### config.mk
export PLATFORM = sky130hd
export DESIGN_NAME = clause_bin_loader_flat
export DESIGN_NICKNAME = d
export VERILOG_FILES = /design/src/rtl/clause_bin_loader_if.sv /design/src/rtl/clause_bin_loader.sv /design/src/flat_wrapper.sv
export SDC_FILE = /design/constraint.sdc
export NUM_CORES = 1
export LEC_CHECK = 0
export ABC_CLOCK_PERIOD_IN_PS = 6360
export BUFFER_PORTS_ARGS = -buffer_cell sky130_fd_sc_hd__buf_2
export CAP_MARGIN = 10
export CORE_UTILIZATION = 30
export CTS_CLUSTER_SIZE = 12
export DETAILED_ROUTE_END_ITERATION = 12
export PLACE_DENSITY = 0.6
export SLEW_MARGIN = 20
export SYNTH_ARGS = -nofsm -noshare
export SYNTH_HDL_FRONTEND = slang
export SYNTH_SLANG_ARGS = --single-unit
### constraint.sdc
create_clock -name clk -period 6.36 [get_ports clk]
set_input_delay 0.954 -clock clk [delete_from_list [all_inputs] [get_ports clk]]
set_output_delay 0.954 -clock clk [all_outputs]
set_load 0.02 [all_outputs]
### src/rtl/clause_bin_loader_if.sv
// Purpose : bundles the clause-memory bus, clause_array slot bus and start/status
//           handshake of clause_bin_loader into one port.
// Ports   : master = loader side (drives strobes/addr/data, sees starts and read data);
//           slave  = environment side (memory + clause_array + controller).
interface clause_bin_loader_if #(
   parameter int NUM_CLAUSES = 8,
   parameter int NUM_VARS    = 8,
   parameter int WIDTH_C_LEN = 4,
   parameter int WIDTH_ADDR  = 16
);
   localparam int CW = NUM_VARS * 2;
   localparam int DW = WIDTH_C_LEN + CW;

   logic                   start_load_i;
   logic                   start_update_i;
   logic [WIDTH_ADDR-1:0]  base_addr_i;
   logic                   mem_rd_o;
   logic                   mem_wr_o;
   logic [WIDTH_ADDR-1:0]  mem_addr_o;
   logic [DW-1:0]          mem_rdata_i;
   logic [DW-1:0]          mem_wdata_o;
   logic [NUM_CLAUSES-1:0] wr_o;
   logic [NUM_CLAUSES-1:0] rd_o;
   logic [CW-1:0]          clause_o;
   logic [WIDTH_C_LEN-1:0] clause_len_o;
   logic [CW-1:0]          clause_i;
   logic                   busy_o;
   logic                   done_o;

   modport master (
      input  start_load_i, start_update_i, base_addr_i, mem_rdata_i, clause_i,
      output mem_rd_o, mem_wr_o, mem_addr_o, mem_wdata_o, wr_o, rd_o,
             clause_o, clause_len_o, busy_o, done_o
   );

   modport slave (
      output start_load_i, start_update_i, base_addr_i, mem_rdata_i, clause_i,
      input  mem_rd_o, mem_wr_o, mem_addr_o, mem_wdata_o, wr_o, rd_o,
             clause_o, clause_len_o, busy_o, done_o
   );
endinterface

### src/rtl/clause_bin_loader.sv
// Purpose : streams one bin of clauses memory -> clause_array (load) or array -> memory
//           (update), keeping a local copy of each clause length for write-back.
// Latency : first strobe the cycle after an accepted start; done_o NUM_CLAUSES+1 cycles later.
// Flow    : no backpressure; one slot per cycle. Starts outside IDLE are dropped.
// Ports   : clk, rst (async, active-high); bus = clause_bin_loader_if.master.
module clause_bin_loader #(
   parameter int NUM_CLAUSES = 8,
   parameter int NUM_VARS    = 8,
   parameter int WIDTH_C_LEN = 4,
   parameter int WIDTH_ADDR  = 16
) (
   input logic                clk,
   input logic                rst,
   clause_bin_loader_if.master bus
);
   localparam int CW   = NUM_VARS * 2;
   localparam int DW   = WIDTH_C_LEN + CW;
   localparam int IW   = $clog2(NUM_CLAUSES);
   localparam int CNTW = $clog2(NUM_CLAUSES + 1);

   localparam logic [CNTW-1:0]        CNT_LAST = CNTW'(NUM_CLAUSES - 1);
   localparam logic [CNTW-1:0]        CNT_END  = CNTW'(NUM_CLAUSES);
   localparam logic [NUM_CLAUSES-1:0] ONE      = NUM_CLAUSES'(1);

   typedef enum logic [1:0] {IDLE, LOAD, UPDATE, DONE} state_t;

   state_t                 state, state_n;
   logic [CNTW-1:0]        idx, idx_n;     // slot whose read was issued in the current cycle
   logic [WIDTH_ADDR-1:0]  base, base_n;
   logic [WIDTH_C_LEN-1:0] len_reg [NUM_CLAUSES];
   logic                   len_we;
   logic [IW-1:0]          len_sel;

   // Registered copies of every output, plus their next values.
   logic                   mem_rd_q, mem_rd_n, mem_wr_q, mem_wr_n;
   logic [WIDTH_ADDR-1:0]  addr_q, addr_n;
   logic [DW-1:0]          wdata_q, wdata_n;
   logic [NUM_CLAUSES-1:0] wr_q, wr_n, rd_q, rd_n;
   logic [CW-1:0]          clause_q, clause_n;
   logic [WIDTH_C_LEN-1:0] len_q, len_n;
   logic                   busy_q, busy_n, done_q, done_n;

   always_comb begin
      state_n  = state;
      idx_n    = idx;
      base_n   = base;
      mem_rd_n = 1'b0;
      mem_wr_n = 1'b0;
      addr_n   = addr_q;
      wdata_n  = wdata_q;
      wr_n     = '0;
      rd_n     = '0;
      clause_n = clause_q;
      len_n    = len_q;
      busy_n   = 1'b0;
      done_n   = 1'b0;
      len_we   = 1'b0;
      len_sel  = idx[IW-1:0];

      case (state)
         IDLE: begin
            // Load has priority when both starts arrive together.
            if (bus.start_load_i) begin
               state_n  = LOAD;
               base_n   = bus.base_addr_i;
               idx_n    = '0;
               mem_rd_n = 1'b1;
               addr_n   = bus.base_addr_i;
               busy_n   = 1'b1;
            end else if (bus.start_update_i) begin
               state_n = UPDATE;
               base_n  = bus.base_addr_i;
               idx_n   = '0;
               rd_n    = ONE;
               busy_n  = 1'b1;
            end
         end
         LOAD: begin
            idx_n  = idx + CNTW'(1);
            busy_n = 1'b1;
            if (idx == CNT_END) begin
               state_n = DONE;
               busy_n  = 1'b0;
               done_n  = 1'b1;
            end else begin
               // Memory data for slot idx is present now; write it to the array next cycle
               // while the read for slot idx+1 goes out alongside it.
               wr_n     = ONE << idx;
               clause_n = bus.mem_rdata_i[CW-1:0];
               len_n    = bus.mem_rdata_i[DW-1:CW];
               len_we   = 1'b1;
               if (idx != CNT_LAST) begin
                  mem_rd_n = 1'b1;
                  addr_n   = base + WIDTH_ADDR'(idx) + WIDTH_ADDR'(1);
               end
            end
         end
         UPDATE: begin
            idx_n  = idx + CNTW'(1);
            busy_n = 1'b1;
            if (idx == CNT_END) begin
               state_n = DONE;
               busy_n  = 1'b0;
               done_n  = 1'b1;
            end else begin
               mem_wr_n = 1'b1;
               addr_n   = base + WIDTH_ADDR'(idx);
               wdata_n  = {len_reg[len_sel], bus.clause_i};
               if (idx != CNT_LAST) begin
                  rd_n = ONE << (idx + CNTW'(1));
               end
            end
         end
         DONE: begin
            state_n = IDLE;
         end
         default: begin
            state_n = IDLE;
         end
      endcase
   end

   always_ff @(posedge clk or posedge rst) begin
      if (rst) begin
         state    <= IDLE;
         idx      <= '0;
         base     <= '0;
         mem_rd_q <= 1'b0;
         mem_wr_q <= 1'b0;
         addr_q   <= '0;
         wdata_q  <= '0;
         wr_q     <= '0;
         rd_q     <= '0;
         clause_q <= '0;
         len_q    <= '0;
         busy_q   <= 1'b0;
         done_q   <= 1'b0;
         for (int i = 0; i < NUM_CLAUSES; i++) begin
            len_reg[i] <= '0;
         end
      end else begin
         state    <= state_n;
         idx      <= idx_n;
         base     <= base_n;
         mem_rd_q <= mem_rd_n;
         mem_wr_q <= mem_wr_n;
         addr_q   <= addr_n;
         wdata_q  <= wdata_n;
         wr_q     <= wr_n;
         rd_q     <= rd_n;
         clause_q <= clause_n;
         len_q    <= len_n;
         busy_q   <= busy_n;
         done_q   <= done_n;
         if (len_we) begin
            len_reg[len_sel] <= len_n;
         end
      end
   end

   assign bus.mem_rd_o     = mem_rd_q;
   assign bus.mem_wr_o     = mem_wr_q;
   assign bus.mem_addr_o   = addr_q;
   assign bus.mem_wdata_o  = wdata_q;
   assign bus.wr_o         = wr_q;
   assign bus.rd_o         = rd_q;
   assign bus.clause_o     = clause_q;
   assign bus.clause_len_o = len_q;
   assign bus.busy_o       = busy_q;
   assign bus.done_o       = done_q;
endmodule

### src/flat_wrapper.sv
// flat-port wrapper written by rule: the top's interface ports become plain ports
module clause_bin_loader_flat 
#(
   parameter int NUM_CLAUSES = 8,
   parameter int NUM_VARS    = 8,
   parameter int WIDTH_C_LEN = 4,
   parameter int WIDTH_ADDR  = 16
)
  (clk, rst, bus_start_load_i, bus_start_update_i, bus_base_addr_i, bus_mem_rdata_i, bus_clause_i, bus_mem_rd_o, bus_mem_wr_o, bus_mem_addr_o, bus_mem_wdata_o, bus_wr_o, bus_rd_o, bus_clause_o, bus_clause_len_o, bus_busy_o, bus_done_o);
  clause_bin_loader_if #(.NUM_CLAUSES(NUM_CLAUSES), .NUM_VARS(NUM_VARS), .WIDTH_C_LEN(WIDTH_C_LEN), .WIDTH_ADDR(WIDTH_ADDR)) bus_i ();
  input logic clk;
  input logic rst;
  input wire logic [$bits(bus_i.start_load_i)-1:0] bus_start_load_i;
  input wire logic [$bits(bus_i.start_update_i)-1:0] bus_start_update_i;
  input wire logic [$bits(bus_i.base_addr_i)-1:0] bus_base_addr_i;
  input wire logic [$bits(bus_i.mem_rdata_i)-1:0] bus_mem_rdata_i;
  input wire logic [$bits(bus_i.clause_i)-1:0] bus_clause_i;
  output wire logic [$bits(bus_i.mem_rd_o)-1:0] bus_mem_rd_o;
  output wire logic [$bits(bus_i.mem_wr_o)-1:0] bus_mem_wr_o;
  output wire logic [$bits(bus_i.mem_addr_o)-1:0] bus_mem_addr_o;
  output wire logic [$bits(bus_i.mem_wdata_o)-1:0] bus_mem_wdata_o;
  output wire logic [$bits(bus_i.wr_o)-1:0] bus_wr_o;
  output wire logic [$bits(bus_i.rd_o)-1:0] bus_rd_o;
  output wire logic [$bits(bus_i.clause_o)-1:0] bus_clause_o;
  output wire logic [$bits(bus_i.clause_len_o)-1:0] bus_clause_len_o;
  output wire logic [$bits(bus_i.busy_o)-1:0] bus_busy_o;
  output wire logic [$bits(bus_i.done_o)-1:0] bus_done_o;
  assign bus_i.start_load_i = bus_start_load_i;
  assign bus_i.start_update_i = bus_start_update_i;
  assign bus_i.base_addr_i = bus_base_addr_i;
  assign bus_i.mem_rdata_i = bus_mem_rdata_i;
  assign bus_i.clause_i = bus_clause_i;
  assign bus_mem_rd_o = bus_i.mem_rd_o;
  assign bus_mem_wr_o = bus_i.mem_wr_o;
  assign bus_mem_addr_o = bus_i.mem_addr_o;
  assign bus_mem_wdata_o = bus_i.mem_wdata_o;
  assign bus_wr_o = bus_i.wr_o;
  assign bus_rd_o = bus_i.rd_o;
  assign bus_clause_o = bus_i.clause_o;
  assign bus_clause_len_o = bus_i.clause_len_o;
  assign bus_busy_o = bus_i.busy_o;
  assign bus_done_o = bus_i.done_o;
  clause_bin_loader #(.NUM_CLAUSES(NUM_CLAUSES), .NUM_VARS(NUM_VARS), .WIDTH_C_LEN(WIDTH_C_LEN), .WIDTH_ADDR(WIDTH_ADDR)) u_core (.clk(clk), .rst(rst), .bus(bus_i));
endmodule
# == Word-level counts from Yosys, hierarchy flattened ==
# Cells that the tools add are included.
# W data, S select, Z words.
# totals
regBits,130
input_bits,56
out_inout_bits,76
wordCells,94
# op_classes
addsub,3
magnitude_cmp,2
n_eq_ne,11
n_shift,2
muxes,41
n_bitwise,2
n_reduce_logical,12
# op_table
operator,n
$mux W16,6
$pmux W16 S3,1
$mux W8,5
$bwmux W32,1
$mux W4,7
$add A16 B1 Y16 const B,1
$add A16 B4 Y16,1
$pmux W8 S2,1
$shl A1 B4 Y8 const A,2
$bmux W4 S3,1
$demux W4 S3,1
$mux W1,11
$reduce_and A2 Y1,5
$pmux W4 S2,1
$mux W2,3
$ne A2 B2 Y1 const B,3
$pmux W2 S3,1
$reduce_and A5 Y1,1
$add A4 B1 Y4 const B,1
$eq A2 B2 Y1 const B,2
$eq A4 B4 Y1 const B,1
$ge A4 B4 Y1 const B,1
$lt A4 B1 Y1 const B,1
$ne A2 B1 Y1 const B,2
11 further kinds,13

# == Depth between registers and ports, before layout ==
# depth
word_depth,6
mapped_depth,11
depth_no_buf,11

# == Worst setup path after synthesis ==
# No wires, ideal clock.
# synth_path
kind,register to register
start,register u_core.idx[1]
end,"register u_core.addr_q[10], in the netlist u_core.bus.mem_addr_o[10]"
setup_time_ps,135
t_arrival_ps,3210
required_time_ps,6225
setup_slack_ps,3015
stages_incl_launch_ff,12
path_buffers,1
period_less_slack_ps,3345
path_cell_list,dfrtp_1 > clkbuf_1 > clkinv_1 > fa_1 > nor2b_2 > o31ai_2 > o311a_1 > a2111oi_4 > and3_4 > xor2_1 > a221oi_1 > o31ai_2
# synth_via
elab_chain_len,5
word_cells_on_any_way,12
classes_between,add/sub: 2; eq/ne: 5; mux: 4; reduce/logical: 1
# synth_lines
element,line_no,rtl
start: declaration,clause_bin_loader.sv:28,"logic [CNTW-1:0] idx, idx_n;"
start signal: assignment,clause_bin_loader.sv:143,idx <= idx_n;
$add A16 B4 Y16,"clause_bin_loader.sv:94, clause_bin_loader.sv:107",
$add A16 B1 Y16,clause_bin_loader.sv:94,addr_n = base + WIDTH_ADDR'(idx) + WIDTH_ADDR'(1);
$mux W16,clause_bin_loader.sv:92,if (idx != CNT_LAST) begin
$mux W16,clause_bin_loader.sv:81,if (idx == CNT_END) begin
$pmux W16 S3,clause_bin_loader.sv:60,case (state)
end signal: assignment,clause_bin_loader.sv:147,addr_q <= addr_n;
end: declaration,clause_bin_loader.sv:36,"logic [WIDTH_ADDR-1:0] addr_q, addr_n;"
# Several ways; a longest one is shown, not always the timed one. The select of a mux whose other input is x is not followed.
# A chain may end at the register's enable or synchronous reset.

# == Final worst setup path ==
# layout_path
start,register u_core.idx[1]
end,"register u_core.addr_q[15], in the netlist u_core.bus.mem_addr_o[15]"
# Same word-level chain as after synthesis.

==> flow_summary.html <==
<table>
<tr><th>Metric</th><th>Value</th></tr>
<tr><th colspan="2">Outcome</th></tr>
<tr><td>Status</td><td>completed</td></tr>
<tr><th colspan="2">Timing</th></tr>
<tr><td>Setup Total Neg Slack</td><td>0 ns</td></tr>
<tr><td>Final worst clock skew</td><td>0.00917 ns</td></tr>
<tr><td>Final critical-path setup slack</td><td>2.40 ns</td></tr>
<tr><td>Max Freq</td><td>0.253 GHz</td></tr>
<tr><td>Worst-case headroom to the max-slew limit</td><td>between 30% and 40%</td></tr>
<tr><td>Unrepaired setup endpoints after global routing</td><td>no</td></tr>
<tr><td>Final Hold Violating Endpoints</td><td>0</td></tr>
<tr><td>Final number of setup-violating endpoints</td><td>0</td></tr>
<tr><td>Final Critical Period</td><td>3.96 ns</td></tr>
<tr><td>Actual transition at the worst max-transition pin</td><td>1.04 ns</td></tr>
<tr><td>Final-report max-slew violation count</td><td>0</td></tr>
<tr><td>Final critical-path share of the clock period</td><td>62.2%</td></tr>
<tr><th colspan="2">Setup path</th></tr>
<tr><td>Worst setup startpoint</td><td>u_core.idx[1]</td></tr>
<tr><td>FF-to-FF path depth</td><td>9</td></tr>
<tr><td>Worst Setup Path Type</td><td>reg -&gt; reg</td></tr>
<tr><td>Setup crit start kind</td><td>flop</td></tr>
<tr><td>Data required time at the worst endpoint</td><td>6.69 ns</td></tr>
<tr><td>Largest stage delay on the critical path</td><td>between 0.7 and 0.8 ns</td></tr>
<tr><td>Cell chain of the critical path</td><td>clkinv_1 -&gt; fa_1 -&gt; xnor2_1 -&gt; nand3_1 -&gt; nor4_4 -&gt; nand4_2 -&gt; o21ba_1 -&gt; o311a_1 -&gt; o31ai_2</td></tr>
<tr><td>Arr. time, crit path</td><td>4.29 ns</td></tr>
<tr><td>Critical Path Slowest Stage Cell</td><td>sky130_fd_sc_hd__dfrtp_1</td></tr>
<tr><td>Flop2flop setup slack</td><td>2.40 ns</td></tr>
<tr><td>Capturing element type of the critical path</td><td>flop</td></tr>
<tr><td>Reg-to-Reg Start</td><td>u_core.idx[1]</td></tr>
<tr><td>RR Endpoint</td><td>u_core.bus.mem_addr_o[15]</td></tr>
<tr><td>Crit-path max FO</td><td>21</td></tr>
<tr><th colspan="2">Logic synthesis</th></tr>
<tr><td>Net count of the mapped netlist</td><td>664</td></tr>
<tr><td>Number of different library cells in the post-synthesis netlist</td><td>76</td></tr>
<tr><td>Register area share after synthesis</td><td>49.8%</td></tr>
<tr><td>Async set or reset register ratio after synthesis</td><td>100%</td></tr>
<tr><td>Number of flops mapped to enable cells by yosys</td><td>0</td></tr>
<tr><td>Mapped Cells</td><td>591</td></tr>
<tr><td>Mapped Avg Cell Area</td><td>11.0 um^2</td></tr>
<tr><td>Warnings from Yosys</td><td>0</td></tr>
<tr><td>Post-synth top flop</td><td>sky130_fd_sc_hd__dfrtp_1</td></tr>
<tr><td>Post-Syn Area</td><td>around 6500 um^2</td></tr>
<tr><td>Synth Register Bits</td><td>130</td></tr>
<tr><th colspan="2">Detailed routing</th></tr>
<tr><td>Post-route DRC</td><td>0</td></tr>
<tr><td>Average via count per standard cell</td><td>just under 5</td></tr>
<tr><td>Drt first-iter violations</td><td>292</td></tr>
<tr><td>Wire length per cell</td><td>15.9 um</td></tr>
<tr><td>Length of the first detailed-routing pass in iterations</td><td>5</td></tr>
<tr><td>Post-route ant nets</td><td>0</td></tr>
<tr><td>Via Count</td><td>4959</td></tr>
<tr><td>Final wirelength</td><td>15.9 mm</td></tr>
<tr><th colspan="2">Placed design</th></tr>
<tr><td>Routability cong.</td><td>0.874</td></tr>
<tr><td>Buffers added on ports</td><td>roughly 130</td></tr>
<tr><td>Dpl hpwl</td><td>11.1 mm</td></tr>
<tr><td>Pre-CTS setup slack</td><td>2.42 ns</td></tr>
<tr><th colspan="2">CTS</th></tr>
<tr><td>Total CTS buffers</td><td>17</td></tr>
<tr><td>Setup bufs post-CTS</td><td>0</td></tr>
<tr><td>Clock network latency to the later pin of the worst-skew pair</td><td>0.42 ns</td></tr>
<tr><td>Sinks on Clock Net</td><td>130</td></tr>
<tr><td>Master cell of the clock root buffer</td><td>sky130_fd_sc_hd__clkbuf_16</td></tr>
<tr><td>Clock-pin transition on the worst setup and hold timing paths</td><td>0.06 ns</td></tr>
<tr><td>Post-cts gate resize count</td><td>0</td></tr>
<tr><td>Deepest level of the CTS H-tree</td><td>4</td></tr>
<tr><td>CTS Buffer Depth</td><td>2</td></tr>
<tr><td>Hold-fix buffer count after cts</td><td>0</td></tr>
<tr><td>CTS tree</td><td>built</td></tr>
<tr><th colspan="2">Pwr</th></tr>
<tr><td>Maximum vdd drop</td><td>0.213 mV</td></tr>
<tr><td>P_leak</td><td>3.66 nW</td></tr>
<tr><td>Total power per unit cell area</td><td>556 nW/um^2</td></tr>
<tr><th colspan="2">Floorplan</th></tr>
<tr><td>Std cell rows</td><td>53</td></tr>
<tr><td>Starting density of the core</td><td>30.9%</td></tr>
<tr><td>Height of the die</td><td>150 um</td></tr>
<tr><td>Core area</td><td>21200 um^2</td></tr>
<tr><td>Overall die width</td><td>150 um</td></tr>
<tr><td>Die Outline Area</td><td>~22000 um^2</td></tr>
<tr><td>Top-level port count</td><td>132</td></tr>
<tr><th colspan="2">Final layout</th></tr>
<tr><td>Flip-flop count of the largest register, all copies and words added</td><td>32</td></tr>
<tr><td>Commonest cells after routing, fill and taps aside</td><td>131 x sky130_fd_sc_hd__buf_2, 130 x sky130_fd_sc_hd__dfrtp_1, 73 x sky130_fd_sc_hd__mux2_2</td></tr>
<tr><td>Diodes inserted</td><td>0</td></tr>
<tr><td>Most frequent standard cell in the layout excluding fill and tap cells</td><td>sky130_fd_sc_hd__buf_2</td></tr>
<tr><td># nets final</td><td>789</td></tr>
<tr><td>Proportion of layout cells with a drive suffix above 1</td><td>37.0%</td></tr>
<tr><td>Layout overhead on the synthesized area</td><td>22.4%</td></tr>
<tr><th colspan="2">Min path</th></tr>
<tr><td>Cell depth of the worst hold path</td><td>2</td></tr>
<tr><td>Worst hold path endpoint</td><td>u_core.bus.mem_addr_o[2]</td></tr>
<tr><td>Hold path start</td><td>u_core.bus.mem_addr_o[2]</td></tr>
<tr><td>Worst hold-check path type</td><td>reg -&gt; reg</td></tr>
<tr><th colspan="2">Global routing</th></tr>
<tr><td>Global Route Usage Sum</td><td>15.1%</td></tr>
<tr><td>Largest net degree at the start of global routing</td><td>72</td></tr>
<tr><td>Number of antenna violations at the first check in global routing</td><td>0</td></tr>
<tr><td>Wire length of the first global-routing pass</td><td>25.8 mm</td></tr>
<tr><td>Vias in the first global route</td><td>slightly below 5000</td></tr>
<tr><td>Sum of overflow across all layers after global routing</td><td>0</td></tr>
<tr><th colspan="2">Flow run</th></tr>
<tr><td>Number of maximum-capacitance constraint violations</td><td>0</td></tr>
</table>
## cell families after synthesis
group / share of synthesized area, %
XOR/XNOR: 2.64
flip-flops: 49.8
AO/OA/AOI/OAI: 12.3
adder cells (fa/ha/maj): 3.37
AND/OR/NAND/NOR: 13.6
multiplexers: 14.3
buffers and inverters: 3.95
## per-stage QoR
step	instance area, um^2	util [%]	power [W]	cells	hold WS [ns]
6_report	7990	37.8	0.00445	1004	0.470
5_1_grt	7990	37.8	0.00479	1004	0.503
4_1_cts	7990	37.8	0.00450	1004	0.477
3_5_place_dp	7400	35.0	0.00350	972	0.463
3_3_place_gp	7400	35.0	0.00347	972	0.458
2_1_floorplan	6530	-	0.00296	591	0.444
## worst max-delay path, delay by kind of cell, from the launching register on
kind	cells	cell delay (ns)
simple gates	3	0.88
buf+inv	1	0.50
fa+ha+maj	1	0.61
xor+xnor	1	0.39
compound gates	3	0.72
flops	1	0.77
## where the power goes
group / total, W / switching [W] / internal [W] / leakage [nW]
registers: 0.00144 / 0.000257 / 0.00118 / 1.58
clock network: 0.000973 / 0.000396 / 0.000577 / 0.286
logic: 0.00203 / 0.00120 / 0.000830 / 1.79
## worst max path at each step
| stage | end | cells after the start |
|---|---|---|
| 4_1_cts | u_core.bus.mem_addr_o[15] | 9 |
| 3_3_place_gp | u_core.bus.mem_addr_o[15] | 9 |
| 3_5_place_dp | u_core.bus.mem_addr_o[15] | 9 |
| 2_1_floorplan | u_core.base[0] | 1 |
| 6_report | u_core.bus.mem_addr_o[15] | 9 |
| 5_1_grt | u_core.bus.mem_addr_o[15] | 9 |
## layout make-up
class                      instances  area, um^2
fill                            2110       13200
sequential                       130        3250
clock inverter                    12         123
timing repair buffer             136         693
tap                              275         344
inverter                          22        87.6
clock buffer                      20         467
multi-input combinational        409        3020
## cell usage after synthesis, types with 3 or more instances
| master | instances | area [um^2] |
|---|---|---|
| sky130_fd_sc_hd__o21ai_1 | 4 | 20.0 |
| sky130_fd_sc_hd__clkbuf_1 | 20 | 75.1 |
| sky130_fd_sc_hd__o31ai_1 | 6 | 45.0 |
| sky130_fd_sc_hd__and2_1 | 10 | 62.6 |
| sky130_fd_sc_hd__and3_1 | 7 | 43.8 |
| sky130_fd_sc_hd__clkinv_1 | 4 | 15.0 |
| sky130_fd_sc_hd__ha_1 | 16 | 200 |
| sky130_fd_sc_hd__a22o_1 | 5 | 43.8 |
| sky130_fd_sc_hd__a211oi_1 | 3 | 22.5 |
| sky130_fd_sc_hd__o21ai_0 | 32 | 160 |
| sky130_fd_sc_hd__nor2_1 | 40 | 150 |
| sky130_fd_sc_hd__a21oi_1 | 14 | 70.1 |
| sky130_fd_sc_hd__dfrtp_1 | 130 | 3250 |
| sky130_fd_sc_hd__nor2b_1 | 3 | 18.8 |
| sky130_fd_sc_hd__a31oi_1 | 5 | 31.3 |
| sky130_fd_sc_hd__nor3_1 | 8 | 40.0 |
| sky130_fd_sc_hd__clkbuf_8 | 5 | 68.8 |
| sky130_fd_sc_hd__xor2_1 | 5 | 43.8 |
| sky130_fd_sc_hd__nand4_1 | 5 | 31.3 |
| sky130_fd_sc_hd__o31ai_2 | 3 | 37.5 |
| sky130_fd_sc_hd__mux2_2 | 73 | 822 |
| sky130_fd_sc_hd__xnor2_1 | 11 | 96.3 |
| sky130_fd_sc_hd__o22ai_1 | 5 | 31.3 |
| sky130_fd_sc_hd__nand2_1 | 64 | 240 |
| sky130_fd_sc_hd__nand3_1 | 15 | 75.1 |
| sky130_fd_sc_hd__inv_1 | 18 | 67.6 |
| sky130_fd_sc_hd__mux2i_1 | 10 | 100 |
| sky130_fd_sc_hd__a221oi_1 | 9 | 78.8 |
## per-layer routing
| layer | wire length (um) | up-vias | GRT usage, % |
|---|---|---|---|
| met5 | 0 | - | 0 |
| met4 | 297 | 0 | 6.48 |
| met3 | 884 | 23 | 3.72 |
| met2 | 7360 | 153 | 23.1 |
| met1 | 7380 | 2418 | 20.1 |
| li1 | - | 2365 | - |
Note: power is estimated with default switching activity, not from simulation.
